**src/rtl/reset_seq_pkg.sv**
```systemverilog
// Shared types and constants for the power-on reset sequencer.
package reset_seq_pkg;

   typedef enum logic [1:0] {
      HOLD     = 2'd0,
      POR_WAIT = 2'd1,
      RELEASE  = 2'd2,
      RUN      = 2'd3
   } rst_state_t;

   localparam int unsigned LOSS_CNT_W = 8;
   localparam logic [LOSS_CNT_W-1:0] LOSS_CNT_MAX = 8'd255;

   // Increment that sticks at LOSS_CNT_MAX instead of wrapping.
   function automatic logic [LOSS_CNT_W-1:0] loss_sat_inc(input logic [LOSS_CNT_W-1:0] v);
      return (v == LOSS_CNT_MAX) ? v : v + LOSS_CNT_W'(1);
   endfunction

endpackage

```
**src/rtl/reset_sequencer_lock.sv**
```systemverilog
// PLL lock qualifier: lock_ok rises on the edge that takes the LOCK_FILT-th
// consecutive high sample of pll_locked; any low sample clears it at once.
module lock_filter #(
   parameter int unsigned LOCK_FILT = 16
) (
   input  logic clk,
   input  logic rst_n,
   input  logic pll_locked,
   output logic lock_ok
);

   localparam int unsigned CW = $clog2(LOCK_FILT + 1);
   localparam logic [CW-1:0] CNT_LAST = CW'(LOCK_FILT - 1);
   localparam logic [CW-1:0] CNT_FULL = CW'(LOCK_FILT);

   logic [CW-1:0] cnt;

   // Count consecutive high samples, saturating once qualified.
   always_ff @(posedge clk) begin
      if (!rst_n || !pll_locked) begin
         cnt     <= '0;
         lock_ok <= 1'b0;
      end else begin
         if (cnt != CNT_FULL) cnt <= cnt + CW'(1);
         if (cnt == CNT_LAST) lock_ok <= 1'b1;
      end
   end

endmodule

```
**src/rtl/reset_sequencer.sv**
```systemverilog
// Power-on reset sequencer: waits for PLL lock, holds every channel in reset
// for POR_DELAY cycles, then releases channels 0..NUM_CH-1 STEP_DELAY apart.
// Lock loss or a soft-reset request re-asserts all channels.
// Optional build macro LOCK_FILTER_EN adds a lock qualification filter.
module reset_sequencer
   import reset_seq_pkg::*;
#(
   parameter int unsigned NUM_CH     = 3,
   parameter int unsigned POR_DELAY  = 4000000,
   parameter int unsigned STEP_DELAY = 1000,
   parameter int unsigned LOCK_FILT  = 16
) (
   input  logic                  clk,
   input  logic                  rst_n,
   input  logic                  pll_locked,
   input  logic                  soft_rst_req,
   output logic [NUM_CH-1:0]     rst_out_n,
   output logic                  all_done,
   output logic [LOSS_CNT_W-1:0] lock_loss_cnt
);

   localparam int unsigned PW = $clog2(POR_DELAY + 1);
   localparam int unsigned SW = $clog2(STEP_DELAY + 1);
   localparam int unsigned CW = $clog2(NUM_CH + 1);

   localparam logic [PW-1:0]     POR_LAST  = PW'(POR_DELAY - 1);
   localparam logic [SW-1:0]     STEP_LAST = SW'(STEP_DELAY - 1);
   // Index of the second-to-last channel: releasing the next one finishes the run.
   localparam logic [CW-1:0]     CH_PENULT = CW'((NUM_CH > 1) ? NUM_CH - 2 : 0);
   localparam logic [NUM_CH-1:0] CH_ONE    = NUM_CH'(1);

   rst_state_t    state;
   logic [PW-1:0] por_cnt;
   logic [SW-1:0] step_cnt;
   logic [CW-1:0] ch_idx;   // index of the most recently released channel
   logic          lock_ok;

`ifdef LOCK_FILTER_EN
   lock_filter #(
      .LOCK_FILT (LOCK_FILT)
   ) u_lock_filter (
      .clk        (clk),
      .rst_n      (rst_n),
      .pll_locked (pll_locked),
      .lock_ok    (lock_ok)
   );
`else
   logic unused_lock_filt;
   assign unused_lock_filt = ^LOCK_FILT;
   assign lock_ok          = pll_locked;
`endif

   // FSM, counters and registered outputs; lock loss beats soft reset beats normal flow.
   always_ff @(posedge clk) begin
      if (!rst_n) begin
         state         <= HOLD;
         por_cnt       <= '0;
         step_cnt      <= '0;
         ch_idx        <= '0;
         rst_out_n     <= '0;
         all_done      <= 1'b0;
         lock_loss_cnt <= '0;
      end else if (state != HOLD && !pll_locked) begin
         state         <= HOLD;
         por_cnt       <= '0;
         step_cnt      <= '0;
         ch_idx        <= '0;
         rst_out_n     <= '0;
         all_done      <= 1'b0;
         lock_loss_cnt <= loss_sat_inc(lock_loss_cnt);
      end else if ((state == RELEASE || state == RUN) && soft_rst_req) begin
         state     <= POR_WAIT;
         por_cnt   <= '0;
         step_cnt  <= '0;
         ch_idx    <= '0;
         rst_out_n <= '0;
         all_done  <= 1'b0;
      end else begin
         unique case (state)
            HOLD: begin
               if (lock_ok) begin
                  state   <= POR_WAIT;
                  por_cnt <= '0;
               end
            end
            POR_WAIT: begin
               if (por_cnt == POR_LAST) begin
                  por_cnt   <= '0;
                  step_cnt  <= '0;
                  ch_idx    <= '0;
                  rst_out_n <= CH_ONE;
                  if (NUM_CH == 1) begin
                     state    <= RUN;
                     all_done <= 1'b1;
                  end else begin
                     state <= RELEASE;
                  end
               end else begin
                  por_cnt <= por_cnt + PW'(1);
               end
            end
            RELEASE: begin
               if (step_cnt == STEP_LAST) begin
                  step_cnt <= '0;
                  // Channels release strictly in order, so shifting in a one frees the next.
                  rst_out_n <= (rst_out_n << 1) | CH_ONE;
                  if (ch_idx == CH_PENULT) begin
                     state    <= RUN;
                     ch_idx   <= '0;
                     all_done <= 1'b1;
                  end else begin
                     ch_idx <= ch_idx + CW'(1);
                  end
               end else begin
                  step_cnt <= step_cnt + SW'(1);
               end
            end
            RUN: begin
               state <= RUN;
            end
         endcase
      end
   end

endmodule

```
**config.mk**
```make
export PLATFORM = sky130hd
export DESIGN_NAME = reset_sequencer
export DESIGN_NICKNAME = d
export VERILOG_FILES = /design/src/rtl/reset_seq_pkg.sv /design/src/rtl/reset_sequencer_lock.sv /design/src/rtl/reset_sequencer.sv
export SDC_FILE = /design/constraint.sdc
export NUM_CORES = 1
export LEC_CHECK = 0
export ABC_AREA = 1
export CELL_PAD_IN_SITES_DETAIL_PLACEMENT = 2
export CELL_PAD_IN_SITES_GLOBAL_PLACEMENT = 2
export CORE_MARGIN = 10
export CORE_UTILIZATION = 35
export CTS_CLUSTER_DIAMETER = 50
export CTS_CLUSTER_SIZE = 25
export DETAILED_ROUTE_END_ITERATION = 7
export PLACE_DENSITY_LB_ADDON = 0.05
export SLEW_MARGIN = 30
export SYNTH_ARGS = -nofsm -noshare
export SYNTH_HDL_FRONTEND = slang
export SYNTH_SLANG_ARGS = --single-unit
```
**constraint.sdc**
```tcl
create_clock -name clk -period 3 [get_ports clk]
set_input_delay 0.3 -clock clk [delete_from_list [all_inputs] [get_ports clk]]
set_output_delay 0.3 -clock clk [all_outputs]
set_load 0.05 [all_outputs]
```
==> impl_results.md <==
- Number of global-route vias before repair: 2842
- RR Startpoint: state[1]
- Clock network power share: 0.296
- Hold_buf cts: 0
- Fin util: 0.4136
- Remaining DRCs: 0
- WP data arrival: 2.58 ns
- Largest net degree at the start of global routing: 18
- Vias: 2600
- Clock-pin slew on the worst setup and hold paths: 0.10 ns
- GRT Total Usage: 0.1469
- Hold_sp: ch_idx[1]
- Flop pwr share: 0.406
- HP Class: flop to flop
- RSZ-0062 raised after global routing: no
- N_diodes: 0
- Max VDD drop: 0.0002456 V
- Tmin final: 2.350 ns
- Slew @ Worst Pin: 0.5873 ns
- Clock root cell: clkbuf_8
- Final Max Slew Viols: 0
- Clock sinks: 48
- Crit start category: flop
- Final HPWL DP: 6.086 mm
- Drt pass-1 iters: 4
- CTS Buffer Depth: 2
- Switching share of power: 0.3745
- Die W: 107.2 um
- Logic pwr share: 0.298
- Initial Utilization: 0.3630
- Total CTS buffers: 5
- CTS tree: yes
- Register area share after synthesis: 0.3611
- Clock Latency Late Sink: 0.31 ns
- Register bit count reported by yosys: 48
- Maximum capacitance violations: 0
- Core Region: 7331 um2
- Final setup violation count: 0
- RePlAce Congestion: 0.7500
- P per Cell Area: 570.9 nW/um2
- Worst Skew: 0.008235 ns
- Post-CTS sizing: 0
- Net count reported at finish: 431
- Number of synthesized flops with an enable pin: 0
- Rows: 31
- Antenna Nets Post-Route: 0
- Critical Path RT: 3.23 ns
- Routed WL: 7.784 mm
- Final hold slack: 0.4667 ns
- Placed instance area: 2910 um2
- Final Power: 1.731 mW
- Average wire per cell in the routed design: 15.03 um
- Post-CTS Setup Bufs: 0
- Height of the die: 107.2 um
- I/O Buffers: 15
- Final period util: 0.7835
- Slew HR: 0.6084
- Syn nets: 413
- Crit path kind: flop to flop
- Mapped cell area: 2661 um2
- Int Power: 1.083 mW
- FMAX: 425.4 MHz
- CTS HTree Levels: 2
- Most used DFF post-synth: dfxtp_1
- Status: completed
- First-pass GRT wire length: 13.92 mm
- Finished Cell Area: 3032 um2
- CP Max Fanout: 12
- Crit end category: flop
- Leak: 1.200 nW
- DR iter-0 viols: 53
- CP startpoint: state[1]
- Syn. warnings: 0
- I/O pins: 16
- Yosys cell types: 33
- Post-synthesis average cell area: 6.653 um2
- Mapped Cells: 400
- Layout cell share with drive strength beyond 1: 0.06444
- Setup_tns: 0 ns
- Psw: 648.2 uW
- Reg2Reg Setup Slack: 0.65 ns
- Antenna violations before repair: 0
- GRT overflow: 0
- Area grow syn2layout: 13.92%
- Die ar.: 11490 um2
- Vias/cell: 5.019
- Ys async rst share: 0
- Final hold violations: 0
## flip-flops by register name, summed over array words and instances, names as in the netlist
register,cells
rst_out_n,3
lock_loss_cnt,8
step_cnt,10
por_cnt,22
state,2
ch_idx,2
all_done,1
## final timing paths
| check | endpoint | cells past startpoint |
|---|---|---|
| setup / recovery | por_cnt[17] | 9 |
| hold / removal | ch_idx[1] | 2 |
| setup reg to reg | por_cnt[17] | 9 |
| hold reg to reg | ch_idx[1] | 2 |
## layer usage
metal | wire length [um] | part of all wire | vias up | global-route usage
met5 | 0 | 0 | - | 0
met4 | 90 | 0.012 | 0 | 0.04062
met3 | 163 | 0.021 | 7 | 0.02754
met2 | 3668 | 0.47 | 18 | 0.2483
met1 | 3862 | 0.50 | 1258 | 0.1856
li1 | - | - | 1317 | -
## critical path, stage by stage, from the launching register on
cell and delay [ns]:
dfxtp_1 0.35, inv_1 0.14, ha_1 0.33, inv_2 0.08, o21ai_2 0.48, nand3_1 0.25, nor2_1 0.21, nand2_1 0.09
o21ai_0 0.14, nor3b_1 0.20
## kinds of logic after synthesis
kind of cell,after synthesis,synth area share
compound gates,52,0.1077
flops,48,0.3611
fa+ha+maj,9,0.04231
xor+xnor,7,0.02304
simple gates,226,0.3761
buf+inv,58,0.08980
## cell usage in the layout (no fill, tap or decap)
cell,count
buf_4,3
clkinv_4,1
xor2_1,7
nor2_1,62
o21a_1,2
nand4_1,9
nor3_2,1
o21bai_1,2
clkbuf_8,6
clkdlybuf4s50_1,15
nand2_4,1
o21ai_0,14
nand2_1,95
a21o_1,2
inv_1,48
and3_1,1
nor3b_1,5
dfxtp_1,48
nand2_2,3
nor3_1,14
nor2_2,2
o22ai_1,1
ha_1,9
nor4_1,1
nand3_2,2
or2_2,1
nor3_4,1
o21ai_1,3
inv_2,3
a21oi_1,25
bufinv_16,1
nand3_1,28
o21ai_2,2
a21boi_1,1
## power by group through the flow
| stage | Sequential (mW) | Clock (mW) | Combinational [mW] |
|---|---|---|---|
| after global placement | 0.714 | 0 | 0.511 |
| after floorplan | 0.750 | 0 | 0.344 |
| after CTS | 0.703 | 0.531 | 0.529 |
| after detailed placement | 0.717 | 0 | 0.526 |
| final | 0.702 | 0.512 | 0.516 |
| after global routing | 0.708 | 0.556 | 0.593 |
## cells in the mapped netlist (all sizes together) (2+ instances only)
| master | instances | area share |
|---|---|---|
| nor2 | 64 | 0.092 |
| nand3 | 30 | 0.060 |
| clkbuf | 2 | 0.0028 |
| o21bai | 2 | 0.0056 |
| nand4 | 9 | 0.021 |
| nor3b | 5 | 0.014 |
| nand2 | 99 | 0.15 |
| o21ai | 19 | 0.039 |
| buf | 5 | 0.015 |
| o21a | 2 | 0.0056 |
| dfxtp | 48 | 0.36 |
| a21oi | 25 | 0.047 |
| inv | 51 | 0.072 |
| nor3 | 16 | 0.036 |
| ha | 9 | 0.042 |
| xor2 | 7 | 0.023 |
| a21o | 2 | 0.0056 |
## final cells by class
class / count / area [um2]
Clock buffer: 6 / 82.58
Clock inverter: 2 / 38.79
Fill cell: 897 / 4299
Inverter: 51 / 191.4
Multi-Input combinational cell: 294 / 1461
Sequential cell: 48 / 960.9
Tap cell: 99 / 123.9
Timing Repair Buffer: 18 / 172.7
## through the flow
step / setup slack (ns) / cells
after floorplan: 1.262 / 400
after global placement: 0.7756 / 510
after detailed placement: 0.6847 / 510
after CTS: 0.6550 / 518
after global routing: 0.3639 / 518
final: 0.6495 / 518
Power figures use the tool's default switching activity.
